--- src/rtl/game_timer_pkg.sv ---
// Shared types and helpers for the game tick timer and its prescaler.
// Holds the state encoding, the prescaler width calculation and a load-time BCD converter.
package game_timer_pkg;

    typedef enum logic [1:0] {
        S_IDLE  = 2'd0,
        S_RUN   = 2'd1,
        S_PAUSE = 2'd2,
        S_DONE  = 2'd3
    } state_e;

    // Bits needed to hold DIV-1; never narrower than one bit.
    function automatic int div_w(input int div);
        return (div > 2) ? $clog2(div) : 1;
    endfunction

    // Repeated subtraction keeps this a chain of comparators rather than a divider.
    function automatic logic [7:0] bin2bcd(input logic [31:0] v);
        logic [31:0] r;
        logic [3:0]  t;
        r = v;
        t = '0;
        for (int i = 0; i < 9; i++) begin
            if (r >= 32'd10) begin
                r = r - 32'd10;
                t = t + 4'd1;
            end
        end
        return {t, r[3:0]};
    endfunction

endpackage

--- src/rtl/tick_prescaler.sv ---
// Reloadable down-counter: zero is high for the cycle the count sits at 0.
// It reloads DIV-1 on load, or on the cycle it is enabled while at zero.
module tick_prescaler
    import game_timer_pkg::*;
#(
    parameter int DIV = 10
) (
    input  logic clock,
    input  logic resetn,
    input  logic load,
    input  logic en,
    output logic zero
);

    localparam int W = div_w(DIV);
    localparam logic [W-1:0] RELOAD = W'(DIV - 1);

    logic [W-1:0] cnt_q, cnt_d;

    assign zero = (cnt_q == '0);

    always_comb begin
        cnt_d = cnt_q;
        if (load)
            cnt_d = RELOAD;
        else if (en)
            cnt_d = zero ? RELOAD : cnt_q - W'(1);
    end

    always_ff @(posedge clock or negedge resetn) begin
        if (!resetn) cnt_q <= RELOAD;
        else         cnt_q <= cnt_d;
    end

endmodule

--- src/rtl/game_tick_timer.sv ---
// Tick generator and up/down game timer with a registered BCD copy of the count.
// The prescaler only advances while running and not paused, so a pause shifts every later tick.
module game_tick_timer
    import game_timer_pkg::*;
#(
    parameter int CLK_HZ    = 50_000_000,
    parameter int TICK_HZ   = 1,
    parameter int CNT_W     = 7,
    parameter int MAX_COUNT = 99,
    parameter int WRAP      = 1
) (
    input  logic             clock,
    input  logic             resetn,
    input  logic             start,
    input  logic             pause,
    input  logic             clear,
    input  logic             mode_down,
    input  logic [CNT_W-1:0] load_val,
    output logic             tick,
    output logic [CNT_W-1:0] count,
    output logic [3:0]       bcd_tens,
    output logic [3:0]       bcd_ones,
    output logic             running,
    output logic             done
);

    localparam int DIV = CLK_HZ / TICK_HZ;
    localparam logic [CNT_W-1:0] MAXC = CNT_W'(MAX_COUNT);

    state_e           state_q, state_d;
    logic             mode_q, mode_d;
    logic [CNT_W-1:0] count_q, count_d, ld_val;
    logic [3:0]       tens_q, tens_d, ones_q, ones_d;
    logic             tick_q, tick_d, running_q, running_d, done_q, done_d;
    logic             active, launch, presc_en, presc_zero, tick_ev, finish;
    logic [7:0]       ld_bcd;

    assign active   = (state_q == S_RUN) || (state_q == S_PAUSE);
    assign launch   = !clear && start && ((state_q == S_IDLE) || (state_q == S_DONE));
    assign presc_en = active && !clear && !pause;
    assign tick_ev  = presc_en && presc_zero;
    assign ld_val   = (load_val > MAXC) ? MAXC : load_val;
    assign ld_bcd   = bin2bcd(32'(ld_val));
    // Final tick: down reaching 0, or non-wrapping up reaching MAX_COUNT.
    assign finish   = mode_q ? (count_q == CNT_W'(1))
                             : ((WRAP == 0) && (count_q == MAXC - CNT_W'(1)));

    tick_prescaler #(.DIV(DIV)) u_presc (
        .clock  (clock),
        .resetn (resetn),
        .load   (clear || launch),
        .en     (presc_en),
        .zero   (presc_zero)
    );

    always_ff @(posedge clock or negedge resetn) begin
        if (!resetn) state_q <= S_IDLE;
        else         state_q <= state_d;
    end

    always_comb begin
        state_d = state_q;
        if (clear) begin
            state_d = S_IDLE;
        end else begin
            case (state_q)
                S_IDLE, S_DONE:
                    if (start) state_d = (mode_down && ld_val == '0) ? S_DONE : S_RUN;
                S_RUN:
                    if (pause)                state_d = S_PAUSE;
                    else if (tick_ev && finish) state_d = S_DONE;
                S_PAUSE:
                    if (!pause) state_d = (tick_ev && finish) ? S_DONE : S_RUN;
                default: state_d = S_IDLE;
            endcase
        end
    end

    always_comb begin
        running_d = (state_d == S_RUN);
        done_d    = (state_d == S_DONE);
    end

    always_comb begin
        count_d = count_q;
        tens_d  = tens_q;
        ones_d  = ones_q;
        mode_d  = mode_q;
        tick_d  = tick_ev;
        if (clear) begin
            count_d = '0;
            tens_d  = '0;
            ones_d  = '0;
        end else if (launch) begin
            mode_d  = mode_down;
            count_d = mode_down ? ld_val : '0;
            tens_d  = mode_down ? ld_bcd[7:4] : 4'd0;
            ones_d  = mode_down ? ld_bcd[3:0] : 4'd0;
        end else if (tick_ev) begin
            if (mode_q) begin
                count_d = count_q - CNT_W'(1);
                ones_d  = (ones_q == 4'd0) ? 4'd9 : ones_q - 4'd1;
                tens_d  = (ones_q == 4'd0) ? tens_q - 4'd1 : tens_q;
            end else if (count_q == MAXC) begin
                count_d = '0;
                tens_d  = '0;
                ones_d  = '0;
            end else begin
                count_d = count_q + CNT_W'(1);
                ones_d  = (ones_q == 4'd9) ? 4'd0 : ones_q + 4'd1;
                tens_d  = (ones_q == 4'd9) ? tens_q + 4'd1 : tens_q;
            end
        end
    end

    always_ff @(posedge clock or negedge resetn) begin
        if (!resetn) begin
            count_q   <= '0;
            tens_q    <= '0;
            ones_q    <= '0;
            mode_q    <= 1'b0;
            tick_q    <= 1'b0;
            running_q <= 1'b0;
            done_q    <= 1'b0;
        end else begin
            count_q   <= count_d;
            tens_q    <= tens_d;
            ones_q    <= ones_d;
            mode_q    <= mode_d;
            tick_q    <= tick_d;
            running_q <= running_d;
            done_q    <= done_d;
        end
    end

    assign tick     = tick_q;
    assign count    = count_q;
    assign bcd_tens = tens_q;
    assign bcd_ones = ones_q;
    assign running  = running_q;
    assign done     = done_q;

endmodule

--- config.mk ---
export PLATFORM = sky130hd
export DESIGN_NAME = game_tick_timer
export DESIGN_NICKNAME = d
export VERILOG_FILES = /design/src/rtl/game_timer_pkg.sv /design/src/rtl/tick_prescaler.sv /design/src/rtl/game_tick_timer.sv
export SDC_FILE = /design/constraint.sdc
export NUM_CORES = 1
export LEC_CHECK = 0
export CORE_UTILIZATION = 43
export DETAILED_ROUTE_END_ITERATION = 6
export MAX_ROUTING_LAYER = met4
export RECOVER_POWER = 50
export SLEW_MARGIN = 20
export SYNTH_ARGS = -nofsm -noshare
export SYNTH_HDL_FRONTEND = slang
export SYNTH_SLANG_ARGS = --single-unit
--- constraint.sdc ---
create_clock -name clock -period 8.3 [get_ports clock]
set_input_delay 1.245 -clock clock [delete_from_list [all_inputs] [get_ports clock]]
set_output_delay 1.245 -clock clock [all_outputs]
set_load 0.02 [all_outputs]
==> results of run 1 <==
routing by layer:
metal	part of all wire (%)	global-route usage (%)	up-vias
met1	44	45.3	6839
met3	4.6	1.50	91
met5	0	-	-
met4	2.8	9.90	0
li1	-	-	6919
met2	48	59.1	458
repair_timing:
item                       in CTS  in global routing
gates resized for setup        64                 80
buffers inserted               31                 19
setup endpoints to repair       7                  7
hold endpoints to repair        0                  0
pin swaps                      68                 68
report_power, final:
part | internal [mW] | leakage [nW] | switching, mW | total, mW
clock network | 0.120 | 0.0731 | 0.0875 | 0.208
registers | 0.269 | 0.579 | 0.0769 | 0.346
logic | 2.80 | 6.70 | 2.86 | 5.67
total | 3.19 | 7.36 | 3.03 | 6.22
cells in the final DEF (no fill, tap or decap), drive strengths merged, types with 17 or more instances in the layout:
cell and n:
nand3 70, clkdlybuf4s50 19, o21ai 93, a211oi 20
nor3 71, nor2 167, a31oi 37, o31ai 20
and3 24, dfstp 18, dfrtp 29, inv 47
xor2 22, or4 18, or2 20, nand4 25
nor4 45, xnor2 83, and2 20, or3 28
buf 657, ha 45, a21oi 93, o211ai 17
nand2 161
Yosys cell counts, drive strengths merged (8+ instances only):
master / count / area, sq um
o22ai: 14 / 87.6
o31ai: 20 / 169
dfstp: 18 / 473
ha: 45 / 563
o21ai: 93 / 469
o21a: 13 / 97.6
nor3: 71 / 378
or4: 18 / 143
nand3: 70 / 355
and3: 24 / 150
a211oi: 20 / 155
dfrtp: 29 / 726
nor2: 167 / 656
nand3b: 10 / 75.1
nand4: 25 / 163
nand2: 161 / 609
a21o: 15 / 113
o211ai: 17 / 138
nor4: 45 / 349
a31oi: 37 / 238
clkbuf: 36 / 135
mux2i: 10 / 100
and4: 8 / 70.1
and2: 20 / 125
inv: 47 / 176
a21oi: 93 / 477
nor2b: 11 / 68.8
o2111ai: 8 / 70.1
nand2b: 15 / 93.8
buf: 26 / 148
xnor2: 83 / 734
xor2: 22 / 200
or3: 28 / 190
or2: 20 / 125
area by class of cell:
cell class              instances  area, sq um  area share [%]
repair buffers                684         5270            31.3
clock buffers                   6          139           0.826
flip-flops and latches         47         1200            7.13
multi-input cells            1333         9610            57.1
inverters                      49          189            1.12
clock inverters                 2         16.3          0.0967
well taps                     319          399            2.37
flip-flops by register name (all words and copies together), names as in the netlist:
signal	flops
done	1
count	7
running	1
mode_q	1
u_presc.cnt_q	26
bcd_ones	4
bcd_tens	4
tick	1
state_q	2
logic make-up (layout without fill, tap and decap cells):
kind of cell	count (synthesis)	after routing	synth area share (%)
AOI/OAI and AO/OA	444	444	29.9
DFF	47	47	11.6
and+or+nand+nor	721	721	37.2
adders and majority gates	46	46	5.56
buffers and inverters	111	741	4.53
muxes	14	14	1.44
xor gates and xnor gates	108	108	9.72
through the flow:
stage	hold WS (ps)	cells	power, mW
after global routing	523	2440	6.62
final	497	2440	6.22
after global placement	484	2383	5.38
after CTS	500	2422	5.87
after detailed placement	487	2383	5.45
after floorplan	473	1491	2.99
path summary, 6_finish.rpt:
kind                                    from           endpoint  slack [ps]  cells past startpoint
max in group asynchronous             resetn        bcd_tens[1]        5200                      1
min in group asynchronous             resetn  u_presc.cnt_q[16]        1700                      1
min reg2reg                u_presc.cnt_q[17]  u_presc.cnt_q[17]         500                      2
max                              load_val[3]        bcd_ones[2]       -5130                     61
max reg2reg                       state_q[0]  u_presc.cnt_q[23]        4670                     11
min                        u_presc.cnt_q[17]  u_presc.cnt_q[17]         500                      2
tightest hold or removal path, delay by kind of cell (launching register included):
| family | cells | cell delay (ps) |
|---|---|---|
| simple gates | 1 | 70 |
| flops | 1 | 370 |
| compound gates | 1 | 50 |
==> summary.txt, run 1 <==
Starting Density: 43.9%
Detail Placement HPWL: 34600 um
Fmax: 74.4 MHz
PnR worst setup slack: -5130 ps
Average cell area after synthesis: 6.91 sq um
Worst Tran Pin Value: 2460 ps
Layout fillers: 1967
Routed wire length: 42900 um
CTS H-tree depth: 2
Post-synth EDFFs: 0
Pins over their slew limit: 48
Detailed-route vias per instance: 5.86
Ratio of final minimum period to clock period: 162%
Number of global-route vias before repair: 13445
Post-synthesis to final-layout area growth: 63.2%
Number of failing setup endpoints in the final timing report: 7
Net count after synthesis: 1549
Crit path launch type: input port
Final cell area excluding filler cells: 16800 sq um
Area of the die: 24600 sq um
Max FO, Critical Path: 7
Die height: 157 um
DRC violations left: 0
Post-place instance area: 15700 sq um
DR iter-0 viols: 1189
Post-layout utilization of the core: 71.7%
Number of buffers and inverters on the critical path: 10
Mapped Cells: 1491
Outcome: finished, violations left
Overall fraction of global-route tracks in use: 35.0%
Routed length per placed instance: 17.6 um
Worst clock skew: 8.46 ps
Type of element capturing the critical path: flop
Maximum buffer depth of the clock tree: 2
Antenna violations before repair: 0
Share of final-layout standard cells stronger than drive strength 1: 42.4%
Die Wd: 157 um
PwrDens: 370 nW/um^2
Total congestion overflow: 0
Relative max-transition margin: -63.9%
Flop and latch count out of synthesis: 47
Library cell contributing the largest single delay on the critical path: or4_4
Count of standard-cell rows: 56
Core region area: 23500 sq um
Antenna violation net count after detailed routing: 0
Synth warn: 0
Arrival @ worst endpoint: 13650 ps
Global placement routability congestion: 0.977
Type of the most critical hold path: reg2reg
Fin crit period: 13430 ps
Violated checks: max-capacitance violations, max-slew violations, negative setup slack
First-pass detailed-route iteration total: 5
Setup_tns: -35700 ps
Critical Setup Path Class: in2reg
Number of top-level pins: 31
Overall via count from detail_route: 14307
Synth Flop Type: dfrtp_1
Sequential cell area fraction in the yosys report: 11.6%
Mapped cell area: 10300 sq um
Final Hold Fails: 0
Req. time, crit path: 8520 ps
ANT cells: 0
Maximum number of pins on one net before global-route repair: 48
Cell with the most instances on the worst path: buf_6
Wire length of the first global-routing pass: 67400 um
Clk Tree Root Cell: clkbuf_16
Number of buffers created by CTS: 5
Async set-reset flop share out of synthesis: 100%
Highest ir drop seen on vdd: 0.426 mV
Post-CTS Hold Fix Bufs: 0
Worst setup slack before clock tree synthesis: -6130 ps
Unique cell type count in the Yosys netlist: 114
Crit-path leading delay family: simple AND/OR/NAND/NOR gates
Clock edge transition at the registers on the reported setup and hold paths: 70 ps
Nets@finish: 2178
RSZ-0062 raised after global routing: true
Clock insertion delay at the later pin of the skew report: 290 ps
Clock tree sinks: 47
Lkg Pwr: 7.36 nW
CP peak stage delay: 570 ps
Max Cap Violations: 1
Count of buffers inserted at the top-level ports: 30
TritonCTS clock tree: yes
No activity file was read; power rests on OpenSTA's default activity.
==> run 2, diff against run 1 <==
Settings changed: GPL_ROUTABILITY_DRIVEN set to 0, SLEW_MARGIN 20 to 0.
==> run 2 against run 1 <==
The run ends with design-rule violations, max-capacitance violations, max-slew violations, negative setup slack left. Clock-buffer cell count up 1. Sequential share of layout area about the same. Cell count is 0.16% lower. Die area stayed put. Fmax rose by 1.9%. Combinational power shrank 3%. Critical path depth decreased by 1. Critical path type unchanged. Critical endpoint is now bcd_tens[3]. Highest routed layer unchanged.
==> summary.txt, run 2 (synthesis gave the netlist of run 1 again) <==
Most common library cell in the layout ignoring fill and taps: buf_4
Relative max-transition margin: -67.7% (-3.8 points)
Overall via count from detail_route: 14394 (+0.61%)
Routed length per placed instance: 17.4 um (-1.3%)
Count of buffers inserted at the top-level ports: 30 (unchanged)
CP peak stage delay: 610 ps (+40 ps)
Lkg Pwr: 7.35 nW (-0.12%)
Number of buffers created by CTS: 5 (unchanged)
Maximum buffer depth of the clock tree: 2 (unchanged)
Cell with the most instances on the worst path: buf_4
Reg2Reg Capture Point: u_presc.cnt_q[23]
Layout fillers: 1886 (-4.1%)
Antenna violations before repair: 0 (unchanged)
Critical Setup Path Class: in2reg
Part of the total power dissipated in sequential elements: 5.7% (about the same)
DRC violations left: 1 (+1)
Ratio of final minimum period to clock period: 159% (-3.0 points)
Nets@finish: 2174 (-0.18%)
ANT cells: 0 (unchanged)
PnR worst setup slack: -4890 ps (+246 ps)
Switching part of the total power: 48.6% (-0.087 points)
Outcome: finished, violations left
Overall fraction of global-route tracks in use: 35.0% (-0.046 points)
Number of flip-flops in the largest register: 26 (unchanged)
Arrival @ worst endpoint: 13340 ps (-310 ps)
Top register by number of flip-flops: u_presc.cnt_q
Antenna violation net count after detailed routing: 0 (unchanged)
Clock tree sinks: 47 (unchanged)
Proportion of power drawn by combinational gates: 90.9% (-0.2 points)
Number of instances on the worst hold path: 2 (unchanged)
Post-CTS Hold Fix Bufs: 0 (unchanged)
RSZ-0062 raised after global routing: true
Maximum number of pins on one net before global-route repair: 48 (unchanged)
Worst setup slack before clock tree synthesis: -6080 ps (+52.1 ps)
Clock insertion delay at the later pin of the skew report: 290 ps (about the same)
Cell-internal power: 3.11 mW (-2.6%)
Setup_tns: -33790 ps (+1910 ps)
Type of element capturing the critical path: flop
PwrDens: 362 nW/um^2 (-2.1%)
Total congestion overflow: 0 (unchanged)
Detail Placement HPWL: 33700 um (-2.8%)
Library cell contributing the largest single delay on the critical path: or4b_4
Most used cells in the layout excluding fill and tap cells: buf_4 (637), nor2_1 (152), nand2_1 (149), a21oi_1 (77), xnor2_1 (75)
First-pass detailed-route iteration total: 7 (+2)
Logic depth of the worst register-to-register path: 11 (unchanged)
Hold Slack: 497 ps (+0.381 ps)
Fmax: 75.8 MHz (+1.9%)
Req. time, crit path: 8460 ps (-60 ps)
Hold worst-path end: u_presc.cnt_q[17]
Core region area: 23500 sq um (unchanged)
Pins over their slew limit: 48 (unchanged)
Number of failing setup endpoints in the final timing report: 7 (unchanged)
Net Sw Power: 2.94 mW (-2.9%)
Beginning of the worst hold path: u_presc.cnt_q[17]
Number of global-route vias before repair: 13850 (+3.0%)
Count of standard-cell rows: 56 (unchanged)
CTS H-tree depth: 2 (unchanged)
Violated checks: design-rule violations, max-capacitance violations, max-slew violations, negative setup slack
Number of buffers and inverters on the critical path: 9 (-1)
Post-synthesis to final-layout area growth: 62.2%
DR iter-0 viols: 1309 (+10%)
FF-to-FF Start: state_q[0]
Crit-path leading delay family: simple AND/OR/NAND/NOR gates
Area of the die: 24600 sq um (unchanged)
Highest ir drop seen on vdd: 0.264 mV (-38%)
Die height: 157 um (unchanged)
Wire length of the first global-routing pass: 67700 um (+0.40%)
Clk pwr share: 3.4% (about the same)
Final Hold Fails: 0 (unchanged)
Type of the most critical hold path: reg2reg
Fin crit period: 13190 ps (-246 ps)
Clk Tree Root Cell: clkbuf_16
Max Cap Violations: 1 (unchanged)
Worst Tran Pin Value: 2520 ps (+57.2 ps)
Crit path launch type: input port
Max FO, Critical Path: 8 (+1)
Die Wd: 157 um (unchanged)
Detailed-route vias per instance: 5.91 (+0.77%)
Share of final-layout standard cells stronger than drive strength 1: 42.1% (-0.30 points)
Total power: 6.05 mW (-2.7%)
Number of top-level pins: 31 (unchanged)
TritonCTS clock tree: yes
Routed wire length: 42300 um (-1.4%)
FF-to-FF setup slack: 4630 ps (-40 ps)
Worst clock skew: 8.39 ps (-0.0650 ps)
Clock edge transition at the registers on the reported setup and hold paths: 70 ps (about the same)
Starting Density: 43.9% (unchanged)
## run 2: metal layers
metal / GRT usage [%] / wire length, um / vias to the layer above
met5: - / 0 / -
met3: 2.46 / 2220 / 121
met4: 12.2 / 1450 / 0
met2: 59.4 / 20200 / 580
li1: - / - / 6918
met1: 43.6 / 18400 / 6775
## run 2: power groups by stage
stage | clock [mW] | combinational [mW] | sequential (mW)
final | 0.209 | 5.50 | 0.344
after global routing | 0.221 | 5.88 | 0.349
after detailed placement | 0 | 5.03 | 0.344
after CTS | 0.211 | 5.23 | 0.341
after global placement | 0 | 4.94 | 0.342
after floorplan | 0 | 2.63 | 0.354
## run 2: timing repair
item | 4_1_cts | 5_1_grt
gates resized for setup | 89 | 46
gates cloned | 1 | 0
setup buffers | 36 | 10
setup endpoints to repair | 7 | 7
pin swaps | 43 | 31
## run 2: worst register-to-register path, stage by stage, from the launching register on
cell	delay, ps
dfrtp_1	380
inv_1	60
ha_1	380
nor3_1	710
nor2_1	290
nor4_1	440
nand2_1	230
nor2_1	300
nand3_1	250
nor2_1	250
and3_1	180
o21ai_0	70
## run 2: per-stage QoR
stage          utilization [%]  std cells  area (sq um)
2_1_floorplan                -       1491         10800
3_3_place_gp              66.8       2382         15700
3_5_place_dp              66.8       2382         15700
4_1_cts                   69.9       2426         16400
5_1_grt                   71.2       2436         16700
6_report                  71.2       2436         16700
## run 2: how the worst max path moves through the flow
stage,slack [ps],from,cells past startpoint,end
2_1_floorplan,-6180,load_val[3],70,bcd_tens[3]
3_3_place_gp,-5750,load_val[4],61,bcd_tens[3]
3_5_place_dp,-6080,load_val[4],62,bcd_tens[3]
4_1_cts,-4670,load_val[4],58,bcd_tens[3]
5_1_grt,-5300,load_val[3],60,bcd_tens[3]
6_report,-4890,load_val[3],60,bcd_tens[3]
## run 2: cell type report
cell class                 instances  area, sq um  share of cell area, %
timing repair buffer             680         5230                   31.3
clock inverter                     1         8.76                 0.0524
multi-input combinational       1333         9550                   57.1
sequential                        47         1200                   7.17
inverter                          49          189                   1.13
clock buffer                       7          143                  0.853
tap                              319          399                   2.39
==> run 3, diff against run 2 <==
Settings changed: CORE_UTILIZATION 43 to 60, PLACE_DENSITY set to 0.78, SETUP_SLACK_MARGIN set to 0.1, SKIP_LAST_GASP set to 1.
==> run 3 against run 2 <==
The run now fails in clock tree synthesis. Synthesized area unchanged. Synthesized cell count unchanged.
==> summary.txt, run 3 <==
Mapped cell area: 10300 sq um (unchanged)
Post-CTS setup buffer count: 42 (+17%)
Die height: 133 um (-15%)
Detail Placement HPWL: 40300 um (+20%)
Yosys top cell by area: dfrtp_1
Number of top-level pins: 31 (unchanged)
Leading cell type by number of instances after synthesis: nor2_1
Count of buffers inserted at the top-level ports: 30 (unchanged)
Count of standard-cell rows: 47 (-16%)
Average cell area after synthesis: 6.91 sq um (unchanged)
Number of buffers created by CTS: 5 (unchanged)
Synth warn: 0 (unchanged)
Clock tree sinks: 47 (unchanged)
Stopped at: clock tree synthesis
Sequential cell area fraction in the yosys report: 11.6% (unchanged)
Maximum buffer depth of the clock tree: 2 (unchanged)
Tool error: [ERROR DPL-0033] detailed placement checks failed during check placement.
Post-CTS Hold Fix Bufs: 0 (unchanged)
Clk Tree Root Cell: clkbuf_16
Outcome: stopped before the end
Synth Flop Type: dfrtp_1
Starting Density: 61.7% (+18 points)
Async set-reset flop share out of synthesis: 100% (unchanged)
Net count after synthesis: 1549 (unchanged)
Biggest area contributors in the synthesized netlist: dfrtp_1 (7.0%), xnor2_1 (7.0%), nor2_1 (5.9%), nand2_1 (5.8%), ha_1 (5.5%)
Flop and latch count out of synthesis: 47 (unchanged)
# resized after CTS: 110 (+24%)
Post-synth EDFFs: 0 (unchanged)
Fraction of post-synthesis cell area in the top cell type by area: 7.04% (unchanged)
CTS H-tree depth: 2 (unchanged)
Mapped Cells: 1491 (unchanged)
Die Wd: 133 um (-15%)
Unique cell type count in the Yosys netlist: 114 (unchanged)
Commonest cells in the synthesized netlist: nor2_1 (163), nand2_1 (159), a21oi_1 (90)
[run 3: cell counts after synthesis]
No cell type changed its count.
[run 3: metrics by stage]
stage / setup slack, ps / cells / utilization (%) / instance area (sq um)
after detailed placement: -6700 / 2264 / 92.2 / 15400
after global placement: -5680 / 2264 / 92.2 / 15400
after floorplan: -6180 / 1491 / - / 10800
[run 3: cells by family after synthesis]
kind of cell | after synthesis | share of synthesized area (%)
AOI/OAI and AO/OA | 444 | 29.9
and+or+nand+nor | 721 | 37.2
muxes | 14 | 1.44
DFF | 47 | 11.6
buffers and inverters | 111 | 4.53
xor gates and xnor gates | 108 | 9.72
adders and majority gates | 46 | 5.56
==> run 4, diff against run 3 <==
Settings changed: CORE_UTILIZATION 60 to 40, MAX_ROUTING_LAYER met4 to not set, PLACE_DENSITY 0.78 to not set, PLACE_DENSITY_LB_ADDON set to 0.15, SETUP_SLACK_MARGIN 0.1 to not set.
==> run 4 against run 3 <==
The flow now finishes, with violations (max-capacitance violations, max-slew violations, negative setup slack).
==> summary.txt, run 4 (synthesis gave the netlist of run 1 again) <==
Number of flip-flops in the largest register: 26
Type of element capturing the critical path: flop
Setup_tns: -36070 ps
Clock tree sinks: 47 (unchanged)
Detailed-route vias per instance: 5.81
First-pass detailed-route iteration total: 5
Req. time, crit path: 8450 ps
Detail Placement HPWL: 34200 um (-15%)
Global-route layer with the greatest usage: met2
Nets@finish: 2187
Library cell contributing the largest single delay on the critical path: or4b_4
Number of cells in the design after placement: 2397 (+5.9%)
Clock insertion delay at the later pin of the skew report: 290 ps
Share of final-layout standard cells stronger than drive strength 1: 41.9%
DRC violations left: 0
Die Wd: 163 um (+22%)
Worst clock skew: 4.73 ps
Post-synthesis to final-layout area growth: 63.3%
Number of buffers created by CTS: 5 (unchanged)
GR Util met3: 3.06%
Arrival @ worst endpoint: 13640 ps
Reg2Reg Capture Point: bcd_tens[2]
Fmax: 74.1 MHz
Number of top-level pins: 31 (unchanged)
TritonCTS clock tree: yes
FF-to-FF Start: u_presc.cnt_q[11]
Grt met2 use: 55.2%
Clock edge transition at the registers on the reported setup and hold paths: 70 ps
CP peak stage delay: 550 ps
Fin crit period: 13490 ps
Overall via count from detail_route: 14296
Total power: 6.10 mW
Max FO, Critical Path: 8
Routed wire length: 42500 um
RSZ-0062 raised after global routing: true
Number of failing setup endpoints in the final timing report: 7
Clk Tree Root Cell: clkbuf_16
Cell with the most instances on the worst path: ha_4
DR iter-0 viols: 1106
Core region area: 25300 sq um
Most used cells in the layout excluding fill and tap cells: buf_4 (647), nor2_1 (154), nand2_1 (149), a21oi_1 (79), xnor2_1 (73)
Count of buffers inserted at the top-level ports: 30 (unchanged)
Type of the most critical hold path: reg2reg
Top register by number of flip-flops: u_presc.cnt_q
Relative max-transition margin: -63.6%
PnR worst setup slack: -5190 ps
Die height: 163 um (+22%)
Antenna violation net count after detailed routing: 0
Highest ir drop seen on vdd: 0.318 mV
Maximum buffer depth of the clock tree: 2 (unchanged)
Routed length per placed instance: 17.3 um
Number of instances on the worst hold path: 2
Pins over their slew limit: 48
Hold worst-path end: u_presc.cnt_q[4]
Starting Density: 40.8% (-21 points)
Wire length of the first global-routing pass: 68400 um
PwrDens: 363 nW/um^2
Crit path launch type: input port
Post-layout utilization of the core: 66.6%
Final Hold Fails: 0
Antenna violations before repair: 1
Count of standard-cell rows: 58 (+23%)
Non-filler cells in the finished layout: 2460
Area of the die: 26400 sq um
Maximum number of pins on one net before global-route repair: 48
Lkg Pwr: 7.41 nW
Overall fraction of global-route tracks in use: 31.7%
Critical Setup Path Class: in2reg
Max Cap Violations: 1
Met1 usage: 40.8%
Most common library cell in the layout ignoring fill and taps: buf_4
Outcome: finished, violations left
Logic depth of the worst register-to-register path: 10
Number of global-route vias before repair: 13841
ANT cells: 0
Beginning of the worst hold path: u_presc.cnt_q[4]
FF-to-FF setup slack: 4540 ps
Violated checks: max-capacitance violations, max-slew violations, negative setup slack
CTS H-tree depth: 2 (unchanged)
Worst Tran Pin Value: 2450 ps
Total congestion overflow: 0
Ratio of final minimum period to clock period: 163%
[run 4: layout make-up]
type | instances | area [sq um]
Fill cell | 2206 | 8420
Inverter | 49 | 189
Clock inverter | 2 | 37.5
Multi-Input combinational cell | 1333 | 9500
Timing Repair Buffer | 693 | 5360
Tap cell | 330 | 413
Clock buffer | 6 | 129
Sequential cell | 47 | 1200
[run 4: what timing repair did]
item                       CTS  global route
pin swaps                   68            46
hold buffers                 0             0
gates resized for setup     84            38
setup endpoints to repair    7             7
buffers inserted            39            18
hold endpoints to repair     0             0
[run 4: worst max-delay path by stage]
stage	from	slack, ps	endpoint	cells past startpoint
3_3_place_gp	load_val[4]	-5930	bcd_tens[3]	60
3_5_place_dp	load_val[4]	-6210	bcd_tens[3]	56
5_1_grt	load_val[3]	-5680	bcd_ones[3]	64
4_1_cts	load_val[3]	-4980	bcd_tens[3]	64
2_1_floorplan	load_val[3]	-6180	bcd_tens[3]	70
6_report	load_val[3]	-5190	bcd_tens[3]	64
[run 4: metrics by stage]
step	instance area (sq um)	hold WS (ps)	worst slack, ps
after floorplan	10800	473	-6180
after global placement	15700	484	-5930
after detailed placement	15700	500	-6210
after CTS	16500	511	-4980
after global routing	16800	525	-5680
final	16800	511	-5190
[run 4: per-layer routing]
metal / up-vias / share of wire (%)
li1: 6953 / -
met1: 6782 / 44
met2: 455 / 48
met3: 104 / 5.1
met4: 2 / 3.1
met5: - / 0.031
[run 4: power breakdown]
part	internal, mW	switching (mW)	total [mW]
Combinational	2.75	2.78	5.53
Sequential	0.269	0.0748	0.344
Clock	0.142	0.0862	0.229
Total	3.16	2.94	6.10
[run 4: critical path, delay by kind of cell]
| kind | cells | cell delay (ps) |
|---|---|---|
| AO/OA/AOI/OAI | 20 | 3710 |
| multiplexers | 1 | 270 |
| buffers and inverters | 9 | 1110 |
| XOR/XNOR | 3 | 530 |
| AND/OR/NAND/NOR | 25 | 5650 |
| adder cells (fa/ha/maj) | 6 | 1110 |
